===== src/rtl/clock_seg_encoder.sv =====
// clock_seg_encoder: BCD HH:MM:SS.mmm counter with a handshaked set-time loader and
// frame-strobe-synchronised 7-segment outputs. Define CLOCK_12H_EN for a 12-hour display.
module clock_seg_encoder #(
  parameter int MS_DIV = 100000
) (
  input  logic        CLK,
  input  logic        RST_BTN,
  input  logic        RUN,
  input  logic        FRAME_STB,
  input  logic        LOAD_VALID,
  output logic        LOAD_READY,
  input  logic [4:0]  LOAD_HOUR,
  input  logic [5:0]  LOAD_MIN,
  input  logic [5:0]  LOAD_SEC,
  output logic        LOAD_ERR,
  output logic        TICK_MS,
  output logic        PM,
  output logic [13:0] hourSeg,
  output logic [13:0] minSeg,
  output logic [13:0] secSeg,
  output logic [20:0] milliSeg
);
  localparam int PW = $clog2(MS_DIV);

  typedef enum logic [1:0] {IDLE = 2'd0, CONV = 2'd1, COMMIT = 2'd2} state_t;

  state_t        state, next_state;
  logic [PW-1:0] presc;
  logic [3:0]    ms_h, ms_t, ms_u, sec_u, min_u, hr_u;
  logic [2:0]    sec_t, min_t;
  logic [1:0]    hr_t;
  logic [13:0]   dd_hr, dd_min, dd_sec;
  logic [2:0]    conv_cnt;
  logic          ready_r, err_r, stb_q, snap_q;
  logic          tick, take, in_range;
  logic          inc_mt, inc_mh, inc_su, inc_st, inc_nu, inc_nt, inc_h;
  logic [3:0]    disp_ht, disp_hu;
  logic          pm_now;

  function automatic logic [6:0] seg7(input logic [3:0] d);
    case (d)
      4'd0:    return 7'h7D;
      4'd1:    return 7'h60;
      4'd2:    return 7'h37;
      4'd3:    return 7'h67;
      4'd4:    return 7'h6A;
      4'd5:    return 7'h4F;
      4'd6:    return 7'h5F;
      4'd7:    return 7'h61;
      4'd8:    return 7'h7F;
      4'd9:    return 7'h6F;
      default: return 7'h00;
    endcase
  endfunction

  // One double-dabble step on {tens, units, binary}: add 3 to digits >= 5, then shift.
  function automatic logic [13:0] dd_step(input logic [13:0] v);
    logic [3:0] t, u;
    t = (v[13:10] >= 4'd5) ? v[13:10] + 4'd3 : v[13:10];
    u = (v[9:6]   >= 4'd5) ? v[9:6]   + 4'd3 : v[9:6];
    return {t[2:0], u, v[5:0], 1'b0};
  endfunction

  function automatic logic [3:0] bump(input logic [3:0] d, input logic [3:0] last);
    return (d == last) ? 4'd0 : d + 4'd1;
  endfunction

  assign tick     = RUN & (presc == PW'(MS_DIV - 1));
  assign take     = (state == IDLE) & LOAD_VALID;
  assign in_range = (LOAD_HOUR < 5'd24) & (LOAD_MIN < 6'd60) & (LOAD_SEC < 6'd60);

  assign inc_mt = tick   & (ms_u  == 4'd9);
  assign inc_mh = inc_mt & (ms_t  == 4'd9);
  assign inc_su = inc_mh & (ms_h  == 4'd9);
  assign inc_st = inc_su & (sec_u == 4'd9);
  assign inc_nu = inc_st & (sec_t == 3'd5);
  assign inc_nt = inc_nu & (min_u == 4'd9);
  assign inc_h  = inc_nt & (min_t == 3'd5);

`ifdef CLOCK_12H_EN
  logic [4:0] hr_bin, hr_12;
  assign hr_bin  = {hr_t, 3'b000} + {2'b00, hr_t, 1'b0} + {1'b0, hr_u};
  assign hr_12   = (hr_bin == 5'd0) ? 5'd12 : (hr_bin > 5'd12) ? hr_bin - 5'd12 : hr_bin;
  assign disp_ht = (hr_12 >= 5'd10) ? 4'd1 : 4'd0;
  assign disp_hu = (hr_12 >= 5'd10) ? 4'(hr_12 - 5'd10) : hr_12[3:0];
  assign pm_now  = (hr_bin >= 5'd12);
`else
  assign disp_ht = {2'b00, hr_t};
  assign disp_hu = hr_u;
  assign pm_now  = 1'b0;
`endif

  // A tick coinciding with COMMIT is swallowed by the load, so it is not reported either.
  assign TICK_MS    = tick & (state != COMMIT);
  assign LOAD_READY = ready_r;
  assign LOAD_ERR   = err_r;

  always_ff @(posedge CLK or posedge RST_BTN) begin
    if (RST_BTN) begin
      presc <= '0;
    end else if (state == COMMIT) begin
      presc <= '0;
    end else if (RUN) begin
      presc <= tick ? '0 : presc + PW'(1);
    end
  end

  always_ff @(posedge CLK or posedge RST_BTN) begin
    if (RST_BTN) begin
      ms_h <= 4'd0; ms_t <= 4'd0; ms_u <= 4'd0;
      sec_t <= 3'd0; sec_u <= 4'd0; min_t <= 3'd0; min_u <= 4'd0;
      hr_t <= 2'd0; hr_u <= 4'd0;
    end else if (state == COMMIT) begin
      ms_h <= 4'd0; ms_t <= 4'd0; ms_u <= 4'd0;
      sec_t <= dd_sec[12:10]; sec_u <= dd_sec[9:6];
      min_t <= dd_min[12:10]; min_u <= dd_min[9:6];
      hr_t  <= dd_hr[11:10];  hr_u  <= dd_hr[9:6];
    end else begin
      if (tick)   ms_u  <= bump(ms_u, 4'd9);
      if (inc_mt) ms_t  <= bump(ms_t, 4'd9);
      if (inc_mh) ms_h  <= bump(ms_h, 4'd9);
      if (inc_su) sec_u <= bump(sec_u, 4'd9);
      if (inc_st) sec_t <= 3'(bump({1'b0, sec_t}, 4'd5));
      if (inc_nu) min_u <= bump(min_u, 4'd9);
      if (inc_nt) min_t <= 3'(bump({1'b0, min_t}, 4'd5));
      if (inc_h) begin
        if (hr_t == 2'd2 && hr_u == 4'd3) begin
          hr_t <= 2'd0; hr_u <= 4'd0;
        end else if (hr_u == 4'd9) begin
          hr_t <= hr_t + 2'd1; hr_u <= 4'd0;
        end else begin
          hr_u <= hr_u + 4'd1;
        end
      end
    end
  end

  always_ff @(posedge CLK or posedge RST_BTN) begin
    if (RST_BTN) state <= IDLE;
    else         state <= next_state;
  end

  always_comb begin
    next_state = state;
    case (state)
      IDLE:    next_state = (take & in_range) ? CONV : IDLE;
      CONV:    next_state = (conv_cnt == 3'd5) ? COMMIT : CONV;
      COMMIT:  next_state = IDLE;
      default: next_state = IDLE;
    endcase
  end

  always_ff @(posedge CLK or posedge RST_BTN) begin
    if (RST_BTN) begin
      dd_hr <= 14'd0; dd_min <= 14'd0; dd_sec <= 14'd0;
      conv_cnt <= 3'd0; ready_r <= 1'b1; err_r <= 1'b0;
    end else begin
      ready_r <= (next_state == IDLE);
      err_r   <= take & ~in_range;
      if (take) begin
        dd_hr    <= {9'd0, LOAD_HOUR};
        dd_min   <= {8'd0, LOAD_MIN};
        dd_sec   <= {8'd0, LOAD_SEC};
        conv_cnt <= 3'd0;
      end else if (state == CONV) begin
        dd_hr    <= dd_step(dd_hr);
        dd_min   <= dd_step(dd_min);
        dd_sec   <= dd_step(dd_sec);
        conv_cnt <= conv_cnt + 3'd1;
      end
    end
  end

  // Segment outputs only move the cycle after a registered strobe rising edge.
  always_ff @(posedge CLK or posedge RST_BTN) begin
    if (RST_BTN) begin
      stb_q <= 1'b0; snap_q <= 1'b0; PM <= 1'b0;
      hourSeg <= 14'h3EFD; minSeg <= 14'h3EFD; secSeg <= 14'h3EFD;
      milliSeg <= 21'h1F7EFD;
    end else begin
      stb_q  <= FRAME_STB;
      snap_q <= FRAME_STB & ~stb_q;
      if (snap_q) begin
        hourSeg  <= {seg7(disp_hu), seg7(disp_ht)};
        minSeg   <= {seg7(min_u), seg7({1'b0, min_t})};
        secSeg   <= {seg7(sec_u), seg7({1'b0, sec_t})};
        milliSeg <= {seg7(ms_u), seg7(ms_t), seg7(ms_h)};
        PM       <= pm_now;
      end
    end
  end
endmodule


===== config.mk =====
export PLATFORM = sky130hd
export DESIGN_NAME = clock_seg_encoder
export DESIGN_NICKNAME = d
export VERILOG_FILES = /design/src/rtl/clock_seg_encoder.sv
export SDC_FILE = /design/constraint.sdc
export NUM_CORES = 1
export LEC_CHECK = 0
export ABC_AREA = 1
export CAP_MARGIN = 20
export CORE_MARGIN = 2
export CORE_UTILIZATION = 62
export DETAILED_ROUTE_END_ITERATION = 8
export PLACE_DENSITY = 0.86
export RECOVER_POWER = 50
export SYNTH_ARGS = -nofsm -noshare
export SYNTH_HDL_FRONTEND = slang
export SYNTH_SLANG_ARGS = --single-unit
export TNS_END_PERCENT = 50

===== constraint.sdc =====
create_clock -name CLK -period 7.8 [get_ports CLK]
set_input_delay 1.17 -clock CLK [delete_from_list [all_inputs] [get_ports CLK]]
set_output_delay 1.17 -clock CLK [all_outputs]
set_load 0.02 [all_outputs]

After elaboration in Yosys (flattened, before gate mapping)
Memory sizes are Yosys's and may differ from the RTL's. A register that Yosys moved wholly into a read port is not among the register bits.
Index checks and enable logic that the tools add are counted.
Storage, ports and cells
  flip-flop bits (word level): 100
  bits in latches: 0
  RAM bits: 0
  ROM bits: 896
  output and inout bits: 67
  memories kept: 9
Cells by class
  add/subtract/negate cells: 17
  $mul: 0
  divide/modulo/power cells: 0
  magnitude comparators: 9
  equality and inequality tests: 15
  shift operators: 0
  multiplexer cells: 49
  bitwise gates (word level): 17
  reductions and logical operators: 15
Memories
  (name not given): depth 16, bits a word 7, rd ports 1, clocked after memory_dff 1, wr ports 0, RTL line 41  | case (d)
  (name not given): depth 16, bits a word 7, rd ports 1, clocked after memory_dff 1, wr ports 0, RTL line 41
  (name not given): depth 16, bits a word 7, rd ports 1, clocked after memory_dff 1, wr ports 0, RTL line 41
  (name not given): depth 16, bits a word 7, rd ports 1, clocked after memory_dff 1, wr ports 0, RTL line 41
  (name not given): depth 16, bits a word 7, rd ports 1, clocked after memory_dff 1, wr ports 0, RTL line 41
  (name not given): depth 16, bits a word 7, rd ports 1, clocked after memory_dff 1, wr ports 0, RTL line 41
  +3 memories
Operator list (number)
  2-to-1 mux 4 bit: 22
  2-to-1 mux 14 bit: 6
  2-to-1 mux 17 bit: 3
  2-to-1 mux 3 bit: 11
  adder 4 x 1 -> 4 bit (second input constant): 6
  equality test 4 bit (second input constant): 6
  greater-or-equal comparator 4 x 3 -> 1 bit (second input constant): 6
  nonzero test 2 bit: 10
  adder 17 x 1 -> 17 bit (second input constant): 1
  equality test 17 bit (second input constant): 1
  bitwise AND 1 bit: 15
  adder 4 x 2 -> 4 bit (second input constant): 3
  less-than comparator 6 bit (second input constant): 2
  2-to-1 mux 2 bit: 5
  adder 3 x 1 -> 3 bit (second input constant): 3
  adder 3 x 2 -> 3 bit (second input constant): 3
  equality test 3 bit (second input constant): 3
  less-than comparator 5 bit (second input constant): 1
  equality test 2 bit (second input constant): 2
  equality test 4 x 2 -> 1 bit (second input constant): 1
  zero test 2 bit: 2
  one-hot mux 2 bit (2 select lines): 1
  nonzero test 3 bit: 1
  adder 2 x 1 -> 2 bit (second input constant): 1
  6 further kinds: 7

Logic depth before layout (Yosys ltp)
Gate-level depths: netlist of run 1.
  depth in word-level cells: 11
  mapped depth: 13
  gate-level depth less buffers: 13

Worst setup path before layout of run 1
No wires, ideal clock.
  path kind: input to output
  from: input port RUN
  to: output port TICK_MS
  arrival: 1890 ps
  slack: 4740 ps
  cell stages on the path: 4
  path buffers: 0
  cells stage by stage: inv_2 nor2_1 nand3_1 nor3_1
On the way
  cells in the longest elaborated chain, start to end: 2
RTL lines
  start, declared: RTL line 8  | input logic RUN,
  bitwise AND 1 bit: RTL line 68  | assign tick = RUN & (presc == PW'(MS_DIV - 1));
  bitwise AND 1 bit: RTL line 94  | assign TICK_MS = tick & (state != COMMIT);
  end, declared: RTL line 16  | output logic TICK_MS,
No other way between the ends.

==> results of run 1 <==
worst register-to-register path, stage by stage (launching register included):
cell,delay [ps]
dfrtp_2,330
clkbuf_1,2140
inv_1,1280
a31oi_1,820
a21oi_1,150
sequential cells by signal (all words and copies together) (netlist names), 12 cells and up:
register	count
hourSeg	12
secSeg	14
dd_hr	14
dd_min	14
minSeg	14
milliSeg	21
presc	17
dd_sec	14
stage by stage:
stage	util, %	hold slack (ps)	instances
5_1_grt	74.21	408.0	1294
4_1_cts	74.34	396.0	1294
6_report	74.21	395.3	1294
2_1_floorplan	-	376.3	1024
3_3_place_gp	70.21	375.6	1262
3_5_place_dp	70.21	390.6	1262
final cells by class:
class	count	area, µm²	share of cell area [%]
inverter	117	440.4	4.292
sequential	161	4096	39.92
clock buffer	27	493.0	4.804
multi-input combinational	715	4049	39.46
timing repair buffer	89	879.6	8.572
clock inverter	5	77.57	0.7560
tap	180	225.2	2.195
power groups by stage:
stage / Clock, µW / Combinational, µW / Sequential [µW]
2_1_floorplan: 0 / 606 / 1200
3_3_place_gp: 0 / 851 / 1170
3_5_place_dp: 0 / 890 / 1180
4_1_cts: 818 / 897 / 1170
5_1_grt: 856 / 1020 / 1190
6_report: 811 / 898 / 1170
path summary, 6_finish.rpt:
path | depth (start not counted) | from | end | slack, ps
setup / recovery | 4 | snap_q$_DFF_PP0_ | hourSeg[8]$_DFFE_PP0P_ | 2930
hold / removal | 1 | stb_q$_DFF_PP0_ | snap_q$_DFF_PP0_ | 400
hold reg to reg | 1 | stb_q$_DFF_PP0_ | snap_q$_DFF_PP0_ | 400
max in group asynchronous | 3 | RST_BTN | snap_q$_DFF_PP0_ | 3060
min in group asynchronous | 2 | RST_BTN | conv_cnt[0]$_DFFE_PP0P_ | 2590
setup reg to reg | 4 | snap_q$_DFF_PP0_ | hourSeg[8]$_DFFE_PP0P_ | 2930
cell usage in the layout, fill, tap and decap left out, drive strengths merged, types with 2 or more instances in the layout:
cell / n
o21ai: 83
o32ai: 3
nor3: 10
o21bai: 2
ha: 78
conb: 2
a21o: 2
nand2: 189
bufinv: 2
clkinvlp: 2
a31oi: 19
o22ai: 26
buf: 2
dlygate4sd3: 11
nor2: 137
a22o: 3
nand4: 15
xor2: 20
a22oi: 3
clkinv: 7
inv: 111
nand3: 40
a21oi: 55
xnor2: 5
dfstp: 53
dfrtp: 108
o211ai: 8
clkbuf: 28
clkdlybuf4s50: 75
or2: 5
o221ai: 4
cells by family (layout without fill, tap and decap cells):
| kind of cell | after synthesis | after routing |
|---|---|---|
| adder cells (fa/ha/maj) | 78 | 78 |
| AO/OA/AOI/OAI | 213 | 213 |
| AND/OR/NAND/NOR | 397 | 397 |
| other | 2 | 2 |
| buffers and inverters | 148 | 238 |
| flip-flops | 161 | 161 |
| XOR/XNOR | 25 | 25 |
routing by layer:
metal | GRT usage [%] | wire length (µm) | up-vias
met4 | 8.980 | 291 | 0
met2 | 43.44 | 9055 | 227
met3 | 5.112 | 895 | 30
met1 | 33.96 | 8284 | 3446
li1 | - | - | 3506
met5 | 0 | 0 | -
==> impl_results.md, run 1 <==
- Yosys warning count: 0
- IO Port Bufs: between 80 and 90
- Power, Total: 2880 µW
- Worst skew pair latency: around 430 ps
- Pleak: between 0.004 and 0.005 µW
- Initial Utilization: 63.23%
- Post-Synth XOR/XNOR Area: 2.504%
- CP max stage delay: around 2100 ps
- Seq pwr share: 40.7%
- Hold Buf Count CTS: 0
- Layout area overhead: 17.36%
- Syn Inst Count: just over 1k
- Final Setup Violations: 0
- Initial antenna violation count: 0
- Die Width: 122.8 µm
- Worst Path Buf+Inv: 2
- Cell Chain, Critical Path: clkbuf_1, inv_1, a31oi_1, a21oi_1
- Placed cell areas: 9708 µm²
- PnR worst setup slack: 2926 ps
- Ys flop type: dfrtp_1
- IO Pins: 89
- RSZ-0062 raised after global routing: no
- TritonCTS clock tree: yes
- Clock power frac: 28.2%
- GRT Residual Overflow: 0
- Fin crit period: 4874 ps
- Main combinational cell family by area after synthesis: simple AND/OR/NAND/NOR gates
- Fillers: just under 1k
- Vias in the first global route: roughly 6.7k
- Critical path startpoint category: flop
- Final period util: 62.49%
- Setup CP Type: flop to flop
- Most frequent cell after synthesis: nand2_1
- Count of final max-slew check failures: 178
- FF+latch count, synth: 161
- Skew final: about 6.5 ps
- Power density over the cells: 280.7 nW/µm²
- Pin count of the biggest net entering global routing: 108
- Design area: 10260 µm²
- Final-report hold violation count: 0
- Number of flops mapped to enable cells by yosys: 0
- Fin Setup TNS: 0 ps
- Largest cells by area after synthesis: dfrtp_1 (31%), dfstp_2 (16%), ha_1 (11%), nand2_1 (7.9%), nor2_1 (5.8%)
- Sw frac: about a third
- Post CTS Setup Buffer Count: 0
- Cell Area, Synth: 8743 µm²
- Total CTS buffers: 17
- Combinational Power Share: roughly 31%
- H-tree levels: 4
- CTS root buf: clkbuf_16
- Achievable Freq: ~0.21 GHz
- Status: finished, violations left
- Slowest-stage cell, CP: clkbuf_1
- Via density: 5.571
- Syn_area_per_cell: about 8.5 µm²
- Max Cap Viol: 2
- Chip Height: 122.8 µm
- Rel. slew slack: -202.7%
- Slew @ Worst Pin: 4515 ps
- Post-synthesis sequential area ratio: 46.84%
- Syn nets: 1124
- Synth area leader: dfrtp_1
- Detailed Route Iter0 Violations: 529
- Site Rows: 43
- Most frequent cells after synthesis: nand2_1 (184), nor2_1 (134), dfrtp_1 (108), inv_1 (108), o21ai_0 (81)
- Multiplexer area fraction after synthesis: 0%
- Arr. time, crit path: around 5200 ps
- Nets: 1201
- Total GRT Usage: about a quarter
- HPWL after DPL: 12.77 mm
- Clk sinks: 161
- Clock-pin slew of the registers on the worst-case setup and hold paths: 60 ps
- WL/cell: 14.32 µm
- Post-Synth Adder-Cell Area: 11.16%
- Setup crit end kind: flop
- N_diodes: 0
- CP max FO: 69
- Internal power: 1873 µW
- Post-synth top area share: 30.91%
- Routed Wire Length: 18.53 mm
- Core area: 13830 µm²
- CTS resizes: 0
- DR pass1 iterations: 5
- Fraction of layout cells with a size suffix above 1: 8.618%
- Die ar.: 15070 µm²
- Unique masters post-synth: 42
- Min-Delay Path Class: flop to flop
- Fraction of the mapped netlist area in compound gates: 13.97%
- Crit-path leading delay family: buffers and inverters
- Failing checks: max-capacitance violations, max-slew violations
- Ys async rst share: 100.0%
- First-pass GRT wire length: just over 30 mm
- Via count: 7209
- Clk buf depth: 2
- Sw power: between 1000 and 1500 µW
- Dpl ws: approximately 3700 ps
- Final GP Congestion: 0.9572
- Antenna viol nets, final: 0
- Post-synthesis simple-gate area fraction: 18.70%
- # DRC: 0
- Crit path required time: 8080 ps
- Peak VDD IR: 0.1694 mV
(Power assumes the default switching activity.)
==> run 2, diff against run 1 <==
- CORE_UTILIZATION: 62 -> 52
- PLACE_DENSITY: 0.86 -> 0.77
- clock period: 7.8 -> 4 ns (I/O delays scaled with it)
==> impl_results.md, run 2 (synthesis gave the netlist of run 1 again) <==
- Min-Delay Path Class: flop to flop
- Via density: 5.305
- Failing checks: max-capacitance violations, max-slew violations
- TritonCTS clock tree: yes
- Rel. slew slack: -87.47%
- N_diodes: 0
- Pin count of the biggest net entering global routing: between 70 and 80
- Most used cell, CP: clkdlybuf4s50_1
- CTS root buf: clkbuf_16
- Reg2Reg Depth: 6
- Total GRT Usage: 21.27%
- Die Width: 133.7 µm
- Routed Wire Length: 18.20 mm
- Crit-path leading delay family: buffers and inverters
- Die ar.: 17870 µm²
- DR pass1 iterations: 5
- Fin Setup TNS: 0 ps
- Final-report hold violation count: 0
- CTS resizes: 0
- Peak VDD IR: 0.3552 mV
- Hold Buf Count CTS: 0
- Clk buf depth: 2
- CP max FO: 6
- Crit path required time: 3400 ps
- Final GP Congestion: 0.8518
- WL/cell: 13.61 µm
- IO Pins: 89
- PnR worst setup slack: 920.4 ps
- Total CTS buffers: 17
- Fin crit period: 3080 ps
- Post CTS Setup Buffer Count: 0
- HPWL after DPL: around 12 mm
- Slowest-stage cell, CP: clkdlybuf4s50_1
- Critical path startpoint category: input pin
- Placed cells: 1305
- RSZ-0062 raised after global routing: no
- Slew @ Worst Pin: 2812 ps
- Max Cap Viol: 2
- IO Port Bufs: 86
- H-tree levels: 4
- Commonest non-fill, non-tap cells in the layout: nand2_1 (184), nor2_1 (134), dfrtp_1 (107), inv_1 (107), clkdlybuf4s50_1 (82)
- Crit path depth: 6
- Via count: 7093
- # DRC: 0
- First-pass GRT wire length: 31.22 mm
- Largest register FFs: 21
- Commonest non-fill, non-tap cell in the layout: nand2_1
- Count of final max-slew check failures: 69
- Arr. time, crit path: 2480 ps
- Status: finished, violations left
- Site Rows: 47
- Largest regs: milliSeg x21, presc x17
- Skew final: 7.149 ps
- Vias in the first global route: between 6k and 7k
- Final period util: 76.99%
- Initial antenna violation count: 0
- Setup CP Type: input pin to output pin
- Final Setup Violations: 0
- Clk sinks: 161
- Pleak: 0.004930 µW
- Worst skew pair latency: 430 ps
- Critical path launch point: RUN
- Setup crit end kind: output pin
- Antenna viol nets, final: 0
- Crit path to: TICK_MS
- Worst reg2reg path endpoint: dd_min[11]$_DFFE_PP0P_
- Post-layout util: 62.59%
- GRT Residual Overflow: 0
- Fraction of layout cells with a size suffix above 1: 9.490%
- Dpl ws: 677.6 ps
- Core area: 16520 µm²
- Achievable Freq: 0.3247 GHz
- Power density over the cells: 537.0 nW/µm²
- Chip Height: 133.7 µm
- Worst flop-to-flop path startpoint: state[0]$_DFF_PP0_
- Clock-pin slew of the registers on the worst-case setup and hold paths: 60 ps
- CP max stage delay: roughly 680 ps
- Initial Utilization: about 53%
- Largest Register: milliSeg
- Worst R2R Setup Slack: 1000 ps
- Cell Chain, Critical Path: clkdlybuf4s50_1, inv_2, nor2_1, nand3_1, nor3_1, clkdlybuf4s50_1
- Non-Filler Instances: 1337
- Detailed Route Iter0 Violations: ~540
- Nets: 1204
- Worst Path Buf+Inv: 3
- Layout area overhead: 18.29%
==> run 2: cell count changes in the layout (fill, tap and decap cells not counted), moves of 2 or more <==
| cell | change |
|---|---|
| nand2_1 | -3 |
| inv_2 | +2 |
| buf_12 | +2 |
| clkdlybuf4s50_1 | +7 |
| dlygate4sd3_1 | -7 |
| nand2_2 | +3 |
| clkinvlp_4 | +3 |
==> run 2: final cells by class <==
| type | instances | area (µm²) |
|---|---|---|
| multi-input combinational | 715 | 4059 |
| sequential | 161 | 4096 |
| inverter | 117 | 440.4 |
| clock inverter | 9 | 83.83 |
| clock buffer | 23 | 467.9 |
| timing repair buffer | 92 | 919.6 |
| fill | 1442 | 6182 |
| tap | 220 | 275.3 |
==> run 2: worst min path at each step <==
stage                     slack [ps]       startpoint  depth (start not counted)          endpoint
after floorplan                  380  stb_q$_DFF_PP0_                          1  snap_q$_DFF_PP0_
after detailed placement         400  stb_q$_DFF_PP0_                          1  snap_q$_DFF_PP0_
final                            400  stb_q$_DFF_PP0_                          1  snap_q$_DFF_PP0_
after global placement           390  stb_q$_DFF_PP0_                          1  snap_q$_DFF_PP0_
after CTS                        400  stb_q$_DFF_PP0_                          1  snap_q$_DFF_PP0_
after global routing             420  stb_q$_DFF_PP0_                          1  snap_q$_DFF_PP0_
==> run 2: layer usage <==
layer,up-vias,wire (µm),global-route usage (%)
li1,3548,-,-
met1,3400,8919,29.54
met2,120,8428,34.08
met3,25,542,3.691
met4,0,309,7.033
met5,-,0,0
==> run 2: stage by stage <==
stage | instance area (µm²) | power, µW | hold WS [ps]
global route | 10340 | 5951 | 415.2
finish | 10340 | 5554 | 398.0
detailed placement | 9804 | 4041 | 395.6
CTS | 10360 | 5592 | 404.0
floorplan | 8747 | 3522 | 376.3
global placement | 9804 | 3979 | 388.7
==> run 2: where the power goes <==
group / switching (µW) / internal (µW)
Clock: 642 / 886
Sequential: 241 / 2030
Combinational: 1090 / 659
